`src/rtl/hack_defs.sv`:
```
// Shared word-level constants for the register-memory family (RAM8, RAM64, RAM512...).
package hack_defs;

   localparam int unsigned WORD_W      = 16;
   localparam int unsigned RAM8_ADDR_W = 3;
   localparam int unsigned RAM8_DEPTH  = 1 << RAM8_ADDR_W;

   localparam logic [WORD_W-1:0] WORD_ZERO = 16'h0000;

   typedef logic [WORD_W-1:0]      word_t;
   typedef logic [RAM8_ADDR_W-1:0] ram8_addr_t;

endpackage : hack_defs

```
`src/rtl/ram8_register16.sv`:
```
// One 16-bit storage word: synchronous active-high clear, load on edge, hold otherwise.
module register16
   import hack_defs::*;
(
   input  logic              clock,
   input  logic              reset,
   input  logic [WORD_W-1:0] in,
   input  logic              load,
   output logic [WORD_W-1:0] out
);

   word_t word_q;
   word_t word_d;

   always_comb begin
      word_d = word_q;
      if (load) begin
         word_d = in;
      end
   end

   // NOTE: state uses non-blocking assignment so every register samples pre-edge values.
   always_ff @(posedge clock) begin
      if (reset) begin
         word_q <= WORD_ZERO;
      end else begin
         word_q <= word_d;
      end
   end

   assign out = word_q;

endmodule : register16

```
`src/rtl/ram8.sv`:
```
// Eight-word register memory: load is demultiplexed on address, read is a combinational mux.
module ram8
   import hack_defs::*;
#(
   parameter int unsigned WIDTH = WORD_W,
   parameter int unsigned DEPTH = RAM8_DEPTH
)
(
   input  logic                   clock,
   input  logic                   reset,
   input  logic [WIDTH-1:0]       in,
   input  logic                   load,
   input  logic [RAM8_ADDR_W-1:0] address,
   output logic [WIDTH-1:0]       out
);

   logic [DEPTH-1:0] load_en;
   word_t            words [DEPTH];

   // NOTE: default assigned first so the decode can never infer a latch; an unknown
   // address matches no case item and leaves every enable at 0.
   always_comb begin
      load_en = '0;
      case (address)
         3'd0: load_en[0] = load;
         3'd1: load_en[1] = load;
         3'd2: load_en[2] = load;
         3'd3: load_en[3] = load;
         3'd4: load_en[4] = load;
         3'd5: load_en[5] = load;
         3'd6: load_en[6] = load;
         3'd7: load_en[7] = load;
         default: load_en = '0;
      endcase
   end

   for (genvar k = 0; k < DEPTH; k++) begin : g_word
      register16 u_word (
         .clock (clock),
         .reset (reset),
         .in    (in),
         .load  (load_en[k]),
         .out   (words[k])
      );
   end

   always_comb begin
      out = WORD_ZERO;
      case (address)
         3'd0: out = words[0];
         3'd1: out = words[1];
         3'd2: out = words[2];
         3'd3: out = words[3];
         3'd4: out = words[4];
         3'd5: out = words[5];
         3'd6: out = words[6];
         3'd7: out = words[7];
         default: out = WORD_ZERO;
      endcase
   end

endmodule : ram8

```
`config.mk`:
```
export PLATFORM = sky130hd
export DESIGN_NAME = ram8
export DESIGN_NICKNAME = d
export VERILOG_FILES = /design/src/rtl/hack_defs.sv /design/src/rtl/ram8_register16.sv /design/src/rtl/ram8.sv
export SDC_FILE = /design/constraint.sdc
export NUM_CORES = 1
export LEC_CHECK = 0
export CORE_MARGIN = 10
export CORE_UTILIZATION = 40
export DETAILED_ROUTE_END_ITERATION = 8
export HOLD_SLACK_MARGIN = 0.1
export SLEW_MARGIN = 10
export SYNTH_ARGS = -nofsm -noshare
export SYNTH_HDL_FRONTEND = slang
export SYNTH_SLANG_ARGS = --single-unit
```
`constraint.sdc`:
```
create_clock -name clock -period 3.1 [get_ports clock]
set_input_delay 0.31 -clock clock [delete_from_list [all_inputs] [get_ports clock]]
set_output_delay 0.31 -clock clock [all_outputs]
set_load 0.02 [all_outputs]
```
==> results_dict.tcl, run 1 <==
set metrics [dict create \
    fin_tns_setup_ns 0 \
    core_area_um2 14000 \
    final-hold-violation-count 0 \
    worstSetupPathType "in -> out" \
    ys_types 37 \
    layout-drive-gt1-share_pct 10.2 \
    met2_usage_pct 28.3 \
    die_h_um 141 \
    syn_nets 785 \
    num_io_pins 38 \
    powerDensity_nw_per_um2 586 \
    synth_area_per_cell_um2 7.62 \
    die_w_um 141 \
    largest_register_ff_count 128 \
    fin_crit_sh_pct 88.5 \
    antenna_left 0 \
    synth_top_family_by_area "simple AND/OR/NAND/NOR gates" \
    cts.repair.resized 0 \
    synthSimpleGateAreaFrac_pct 24.7 \
    cts_sinks 128 \
    tightest_slew_ns 0.831 \
    start_kind "primary input" \
    antenna_cells 0 \
    vias_per_cell 5.46 \
    wl_per_cell_um 17.6 \
    maxSlewHeadroom_pct 44.4 \
    fin_skew_ns 0 \
    drt_iter0_drc 560 \
    use_met1_pct 21.5 \
    synthMuxAreaShare_pct 5.43 \
    grt_pass1_vias 4998 \
    drv_slew 0 \
    power_leakage_uw 0.00237 \
    drc_errors 0 \
    cts_tree "done" \
    yosysWarningCount 0 \
    crit_required_ns 2.79 \
    min_period_ns 2.74 \
    dp_cells 932 \
    rsz0062_at_grt "no" \
    synth_fa_ha_area_share_pct 0 \
    cts_buffer_depth 2 \
    vdd_ir_drop_max_uv 338 \
    numPortBuffers 37 \
    h-tree-depth 4 \
    cp_max_fo 20 \
    clkLatencyLatePin_ns 0.42 \
    grt_pass1_wl_mm 27.2 \
    clockRootBuffer "clkbuf_16" \
    routed_wl_mm 17.0 \
    die-area_um2 19700 \
    start_util_pct 41.4 \
    r2r-end "g_word[0].u_word.out[12]" \
    cts_setup_buffers 0 \
    gp_congestion 0.830 \
    rr_startpoint "g_word[0].u_word.out[12]" \
    status "finished, final reports clean" \
    arrival_ns 2.43 \
    whs_path_depth 2 \
    num_vias 5260 \
    dp_hpwl_mm 11.1 \
    grt_max_degree 67 \
    nNetsFinal 793 \
    ff2ff_path_depth 2 \
    drv_cap 0 \
    worstSetupEndpointType "primary output" \
    hold_buffers 0 \
    synth_compound_area_share_pct 18.8 \
    syn_inst 763 \
    ys_seq_elements 128 \
    r2r_slack_ns 2.43 \
    syn_to_final_growth_pct 16.9 \
    cts_made_buffers 17 \
    fmax_mhz 364 \
    synthesis.area_um2 5810 \
    grt.busiest_layer "met2" \
    rows 43 \
    dr.pass1.iters 6 \
    postLayoutCoreUtil_pct 48.4 \
    clk_pin_slew_worst_paths_ns 0.05 \
    setup_viol 0 \
    hp-start "reset" \
    grt_use_total_pct 17.3 \
    antenna_found_initial 0 \
    holdPathEnd "g_word[0].u_word.out[3]" \
    min_path_type "in -> reg" \
    final_cells 963 \
    ys_seq_area_share_pct 44.1 \
    gr-total-overflow 0 \
    use_met3_pct 3.55 \
    synth-xor-area-share_pct 0 \
]
Yosys cell counts (all sizes together):
cell	number	area share (%)
mux2	12	3.0
buf	42	4.3
and2b	2	0.26
a221oi	15	2.4
nor2b	14	1.5
a32o	1	0.17
mux4	1	0.39
inv	16	1.0
or3	1	0.11
nor3	2	0.56
nand4	1	0.11
a211o	1	0.15
nand2b	7	0.93
mux2i	12	2.1
o22ai	11	1.2
nand3	4	0.52
clkbuf	25	1.6
a22oi	4	0.52
a21oi	136	12
a22o	16	2.4
o2bb2ai	1	0.15
and2	1	0.11
nand2	262	17
dfxtp	128	44
o22a	1	0.15
nor2	47	3.6
through the flow:
step           area, um2  total power, uW  setup WS (ns)  hold WS, ns
3_5_place_dp        6210             2090          0.396        0.447
6_report            6790             3980          0.356        0.438
2_1_floorplan       5810             1960           1.33        0.431
3_3_place_gp        6210             2080          0.380        0.440
4_1_cts             6790             4000          0.394        0.441
5_1_grt             6790             4110          0.288        0.463
cell families after synthesis:
logic type / after synthesis
buffers and inverters: 83
muxes: 25
AOI/OAI and AO/OA: 186
and+or+nand+nor: 341
DFF: 128
worst max path at each step:
| stage | start | endpoint | depth (start not counted) |
|---|---|---|---|
| after floorplan | address[2] | out[0] | 6 |
| after global placement | address[0] | out[14] | 6 |
| after detailed placement | address[0] | out[5] | 7 |
| after CTS | address[0] | out[5] | 7 |
| after global routing | address[0] | out[10] | 7 |
| final | address[0] | out[14] | 6 |
placed cells by master, fill, tap and decap left out, drive strengths merged, types with 2 or more instances in the layout:
cell / instances
clkdlybuf4s50: 33
dfxtp: 128
mux2: 12
mux2i: 12
and2b: 2
nor2: 47
nand2: 262
a21oi: 136
o22ai: 11
a22oi: 4
nor3: 2
a22o: 16
clkinv: 4
buf: 23
a221oi: 15
nand2b: 7
clkbuf: 26
nor2b: 14
nand3: 4
inv: 16
final cells by class:
class,count,area (um2)
repair buffers,56,520
multi-input cells,552,2850
clock inverters,5,50.0
fillers,1346,7250
well taps,180,225
clock buffers,26,529
inverters,16,60.1
flip-flops and latches,128,2560
power breakdown:
| part | total, uW | leakage [uW] | switching [uW] | internal (uW) |
|---|---|---|---|---|
| Clock | 1930 | 0.000292 | 687 | 1240 |
| Sequential | 1700 | 0.00104 | 17.1 | 1680 |
| Combinational | 355 | 0.00104 | 228 | 127 |
critical path, cell delays in order:
cell and delay, ns:
buf_2 0.45, buf_12 0.25, inv_1 0.27, a221oi_1 0.52
nor2_1 0.07, clkdlybuf4s50_1 0.56
per-layer routing:
layer	part of all wire (%)	up-vias	wire length [um]
li1	-	2548	-
met2	48	163	8090
met3	6.1	29	1030
met4	2.2	0	375
met1	44	2520	7490
met5	0	-	0
Note: power is estimated with default switching activity, not from simulation.
==> run 2: changes to the inputs <==
- DONT_BUFFER_PORTS: not set -> 1
- GPL_ROUTABILITY_DRIVEN: not set -> 1
==> results_dict.tcl, run 2 (same netlist as run 1, synthesis figures left out) <==
set metrics [dict create \
    r2r-end "g_word[0].u_word.out[0]" \
    crit_required_ns 2.79 \
    hp-start "address[0]" \
    final-hold-violation-count 0 \
    num_io_pins 38 \
    fin_skew_ns 0 \
    grt_max_degree 129 \
    ff2ff_path_depth 3 \
    worstSetupEndpointType "primary output" \
    holdPathEnd "g_word[4].u_word.out[10]" \
    numPortBuffers 0 \
    routed_wl_mm 16.7 \
    grt_pass1_wl_mm 26.1 \
    drv_cap 0 \
    whs_path_depth 3 \
    maxSlewHeadroom_pct 39.0 \
    antenna_cells 0 \
    vdd_ir_drop_max_uv 413 \
    cts_sinks 128 \
    num_vias 5143 \
    syn_to_final_growth_pct 12.9 \
    cts_tree "done" \
    final_common_cell "nand2_1" \
    start_kind "flop" \
    dp_hpwl_mm 10.3 \
    arrival_ns 1.77 \
    placed_area_um2 5700 \
    cts_setup_buffers 0 \
    postLayoutCoreUtil_pct 46.7 \
    clockRootBuffer "clkbuf_16" \
    rows 43 \
    core_area_um2 14000 \
    setup_viol 0 \
    cts_buffer_depth 2 \
    antenna_left 0 \
    largest_register_ff_count 128 \
    design_area_um2 6560 \
    cp_max_fo 2 \
    r2r_slack_ns 1.95 \
    cts.repair.resized 0 \
    rsz0062_at_grt "no" \
    fmax_mhz 482 \
    status "finished, final reports clean" \
    grt_pass1_vias 4759 \
    tightest_slew_ns 0.914 \
    die_w_um 141 \
    cts_made_buffers 17 \
    vias_per_cell 5.55 \
    min_path_type "in -> reg" \
    gp_congestion 0.799 \
    wl_per_cell_um 18.0 \
    start_util_pct 41.4 \
    hold_buffers 18 \
    die-area_um2 19700 \
    h-tree-depth 4 \
    clkLatencyLatePin_ns 0.42 \
    layout_common_cells "nand2_1 (260), a21oi_1 (136), dfxtp_1 (128), nor2_1 (41)" \
    worstSetupPathType "reg -> out" \
    grt_use_total_pct 16.6 \
    powerDensity_nw_per_um2 636 \
    nNetsFinal 756 \
    power_leakage_uw 0.00224 \
    layout-drive-gt1-share_pct 8.17 \
    dr.pass1.iters 5 \
    drc_errors 0 \
    fin_tns_setup_ns 0 \
    clk_pin_slew_worst_paths_ns 0.06 \
    die_h_um 141 \
    antenna_found_initial 2 \
    gr-total-overflow 0 \
    drt_iter0_drc 561 \
    min_period_ns 2.08 \
    fin_crit_sh_pct 67.0 \
    drv_slew 0 \
    rr_startpoint "g_word[0].u_word.out[0]" \
]
==> run 2: stage by stage <==
step | instances | hold WS [ns] | total power, uW | setup slack, ns
finish | 927 | 0.189 | 4170 | 1.02
global route | 927 | 0.170 | 4290 | 0.965
CTS | 927 | 0.171 | 4180 | 1.03
detailed placement | 877 | 0.394 | 1930 | 1.24
global placement | 877 | 0.391 | 1920 | 1.29
floorplan | 763 | 0.431 | 1960 | 1.33
==> run 2: worst max-delay path: stages (launching register included) <==
cell	delay, ns
dfxtp_1	0.31
mux2_4	0.26
a22o_1	0.19
a221oi_1	0.37
nor2_1	0.21
==> run 2: worst max path at each step <==
stage,from,to,depth (start not counted)
2_1_floorplan,address[2],out[0],6
4_1_cts,g_word[6].u_word.out[14],out[14],4
5_1_grt,g_word[1].u_word.out[10],out[10],4
6_report,g_word[6].u_word.out[14],out[14],4
3_3_place_gp,address[0],out[10],4
3_5_place_dp,address[2],out[10],3
==> run 2: cell type report <==
| type | instances | area (um2) |
|---|---|---|
| fillers | 1339 | 7480 |
| multi-input cells | 552 | 2850 |
| flip-flops and latches | 128 | 2560 |
| clock buffers | 24 | 512 |
| well taps | 180 | 225 |
| repair buffers | 19 | 205 |
| clock inverters | 8 | 149 |
| inverters | 16 | 60.1 |
==> run 2: report_power, final <==
group / internal, uW / leakage, uW / switching, uW
logic: 88.9 / 0.000889 / 180
clock network: 1470 / 0.000319 / 728
registers: 1680 / 0.00104 / 17.6
total: 3240 / 0.00224 / 925
==> run 2: layer usage <==
metal / track usage (%) / part of all wire [%] / wire length (um)
met4: 5.98 / 2.0 / 334
met5: 0 / 0.16 / 27
met3: 3.92 / 6.8 / 1140
met1: 20.1 / 42 / 7060
met2: 27.9 / 49 / 8100
==> run 3: changes to the inputs <==
- clock period: 3.1 -> 1.8 ns (I/O delays scaled with it)
==> results_dict.tcl, run 3 (same netlist as run 1, synthesis figures left out) <==
set metrics [dict create \
    start_kind "flop" \
    maxSlewHeadroom_pct 62.2 \
    clk_pin_slew_worst_paths_ns 0.06 \
    r2r-end "g_word[3].u_word.out[15]" \
    fin_crit_sh_pct 105 \
    dp_hpwl_mm 10.8 \
    nNetsFinal 840 \
    cts_made_buffers 17 \
    ff2ff_path_depth 3 \
    seq_area_um2 2570 \
    die_w_um 141 \
    grt_pass1_wl_mm 29.0 \
    cts_sinks 128 \
    dp_cells 915 \
    holdWs_ns 0.147 \
    vias_per_cell 5.44 \
    min_path_type "in -> reg" \
    whs_path_depth 4 \
    drt_iter0_drc 545 \
    gr-total-overflow 0 \
    grt_pass1_vias 5334 \
    rr_startpoint "g_word[3].u_word.out[15]" \
    arrival_ns 1.71 \
    wl_per_cell_um 18.0 \
    worstSetupPathType "reg -> out" \
    layout_common_cells "nand2_1 (260), a21oi_1 (134), dfxtp_1 (121), dlygate4sd3_1 (63), nor2_1 (41)" \
    grt_use_total_pct 18.2 \
    clkLatencyLatePin_ns 0.40 \
    cts_buffer_depth 2 \
    final_common_cell "nand2_1" \
    antenna_found_initial 0 \
    syn_to_final_growth_pct 25.6 \
    fin_skew_ns 0 \
    rows 43 \
    multiInputGateArea_um2 2930 \
    clockRootBuffer "clkbuf_16" \
    status "finished, violations left" \
    cts_tree "done" \
    drv_slew 0 \
    violations "setup timing" \
    final_cells 1010 \
    dr.pass1.iters 5 \
    postLayoutCoreUtil_pct 52.0 \
    tightest_slew_ns 0.566 \
    crit_required_ns 1.62 \
    num_io_pins 38 \
    holdPathEnd "g_word[4].u_word.out[12]" \
    rsz0062_at_grt "yes" \
    power_leakage_uw 0.00272 \
    cts_setup_buffers 0 \
    die-area_um2 19700 \
    numPortBuffers 0 \
    layout-drive-gt1-share_pct 14.0 \
    powerDensity_nw_per_um2 928 \
    drv_cap 0 \
    r2r_slack_ns 0.63 \
    drc_errors 0 \
    final-hold-violation-count 0 \
    setup_viol 9 \
    routed_wl_mm 18.2 \
    gp_congestion 0.796 \
    power_uw 6770 \
    worstSetupEndpointType "primary output" \
    n_fill_cell 1327 \
    antenna_left 0 \
    core_area_um2 14000 \
    place_ws_ns 0.335 \
    grt_max_degree 82 \
    antenna_cells 0 \
    die_h_um 141 \
    num_vias 5497 \
    fmax_mhz 528 \
    min_period_ns 1.89 \
    vdd_ir_drop_max_uv 662 \
    start_util_pct 41.4 \
    cp_max_fo 2 \
    fin_ws_ns -0.0928 \
    hp-start "address[0]" \
    h-tree-depth 4 \
    largest_register_ff_count 128 \
]
run 3: how the worst max path moves through the flow:
stage	cells after the start	to	startpoint
CTS	5	out[11]	g_word[6].u_word.out[11]
detailed placement	5	out[7]	g_word[7].u_word.out[7]
global placement	5	out[2]	g_word[6].u_word.out[2]
global route	5	out[11]	g_word[6].u_word.out[11]
finish	5	out[11]	g_word[6].u_word.out[11]
floorplan	6	out[0]	address[2]
run 3: layout make-up:
class	instances	area share, %
clock buffer	22	6.22
multi-input combinational	552	40.1
inverter	16	0.823
sequential	128	35.2
clock inverter	9	1.51
tap	180	3.09
timing repair buffer	103	13.0
run 3: power breakdown:
group	switching, uW	total, uW	internal, uW
Combinational	302	530	228
Clock	1250	3320	2070
Sequential	30.1	2930	2900
Total	1580	6770	5190
run 3: what timing repair did:
action / in CTS / in global routing
pin swaps: 2 / 1
setup endpoints to repair: 12 / 13
gates resized for setup: 12 / 10
hold buffers: 64 / 0
hold endpoints to repair: 128 / 0
run 3: routing by layer:
metal	GRT usage, %	part of all wire [%]
met5	0	0
met3	3.62	6.6
met2	29.9	49
met4	7.45	1.9
met1	22.8	43
run 3: per-stage QoR:
stage / cell area, um2 / TNS, ns
finish: 7300 / -0.250
global route: 7300 / -0.824
CTS: 7280 / -0.317
detailed placement: 5990 / 0
global placement: 5990 / 0
floorplan: 5810 / 0
run 3: worst max-delay path, cell delays in order, from the launching register on:
cell      delay, ns
dfxtp_2        0.32
mux2_4         0.26
a22o_1         0.18
a221oi_2       0.27
nor2_1         0.10
buf_4          0.17
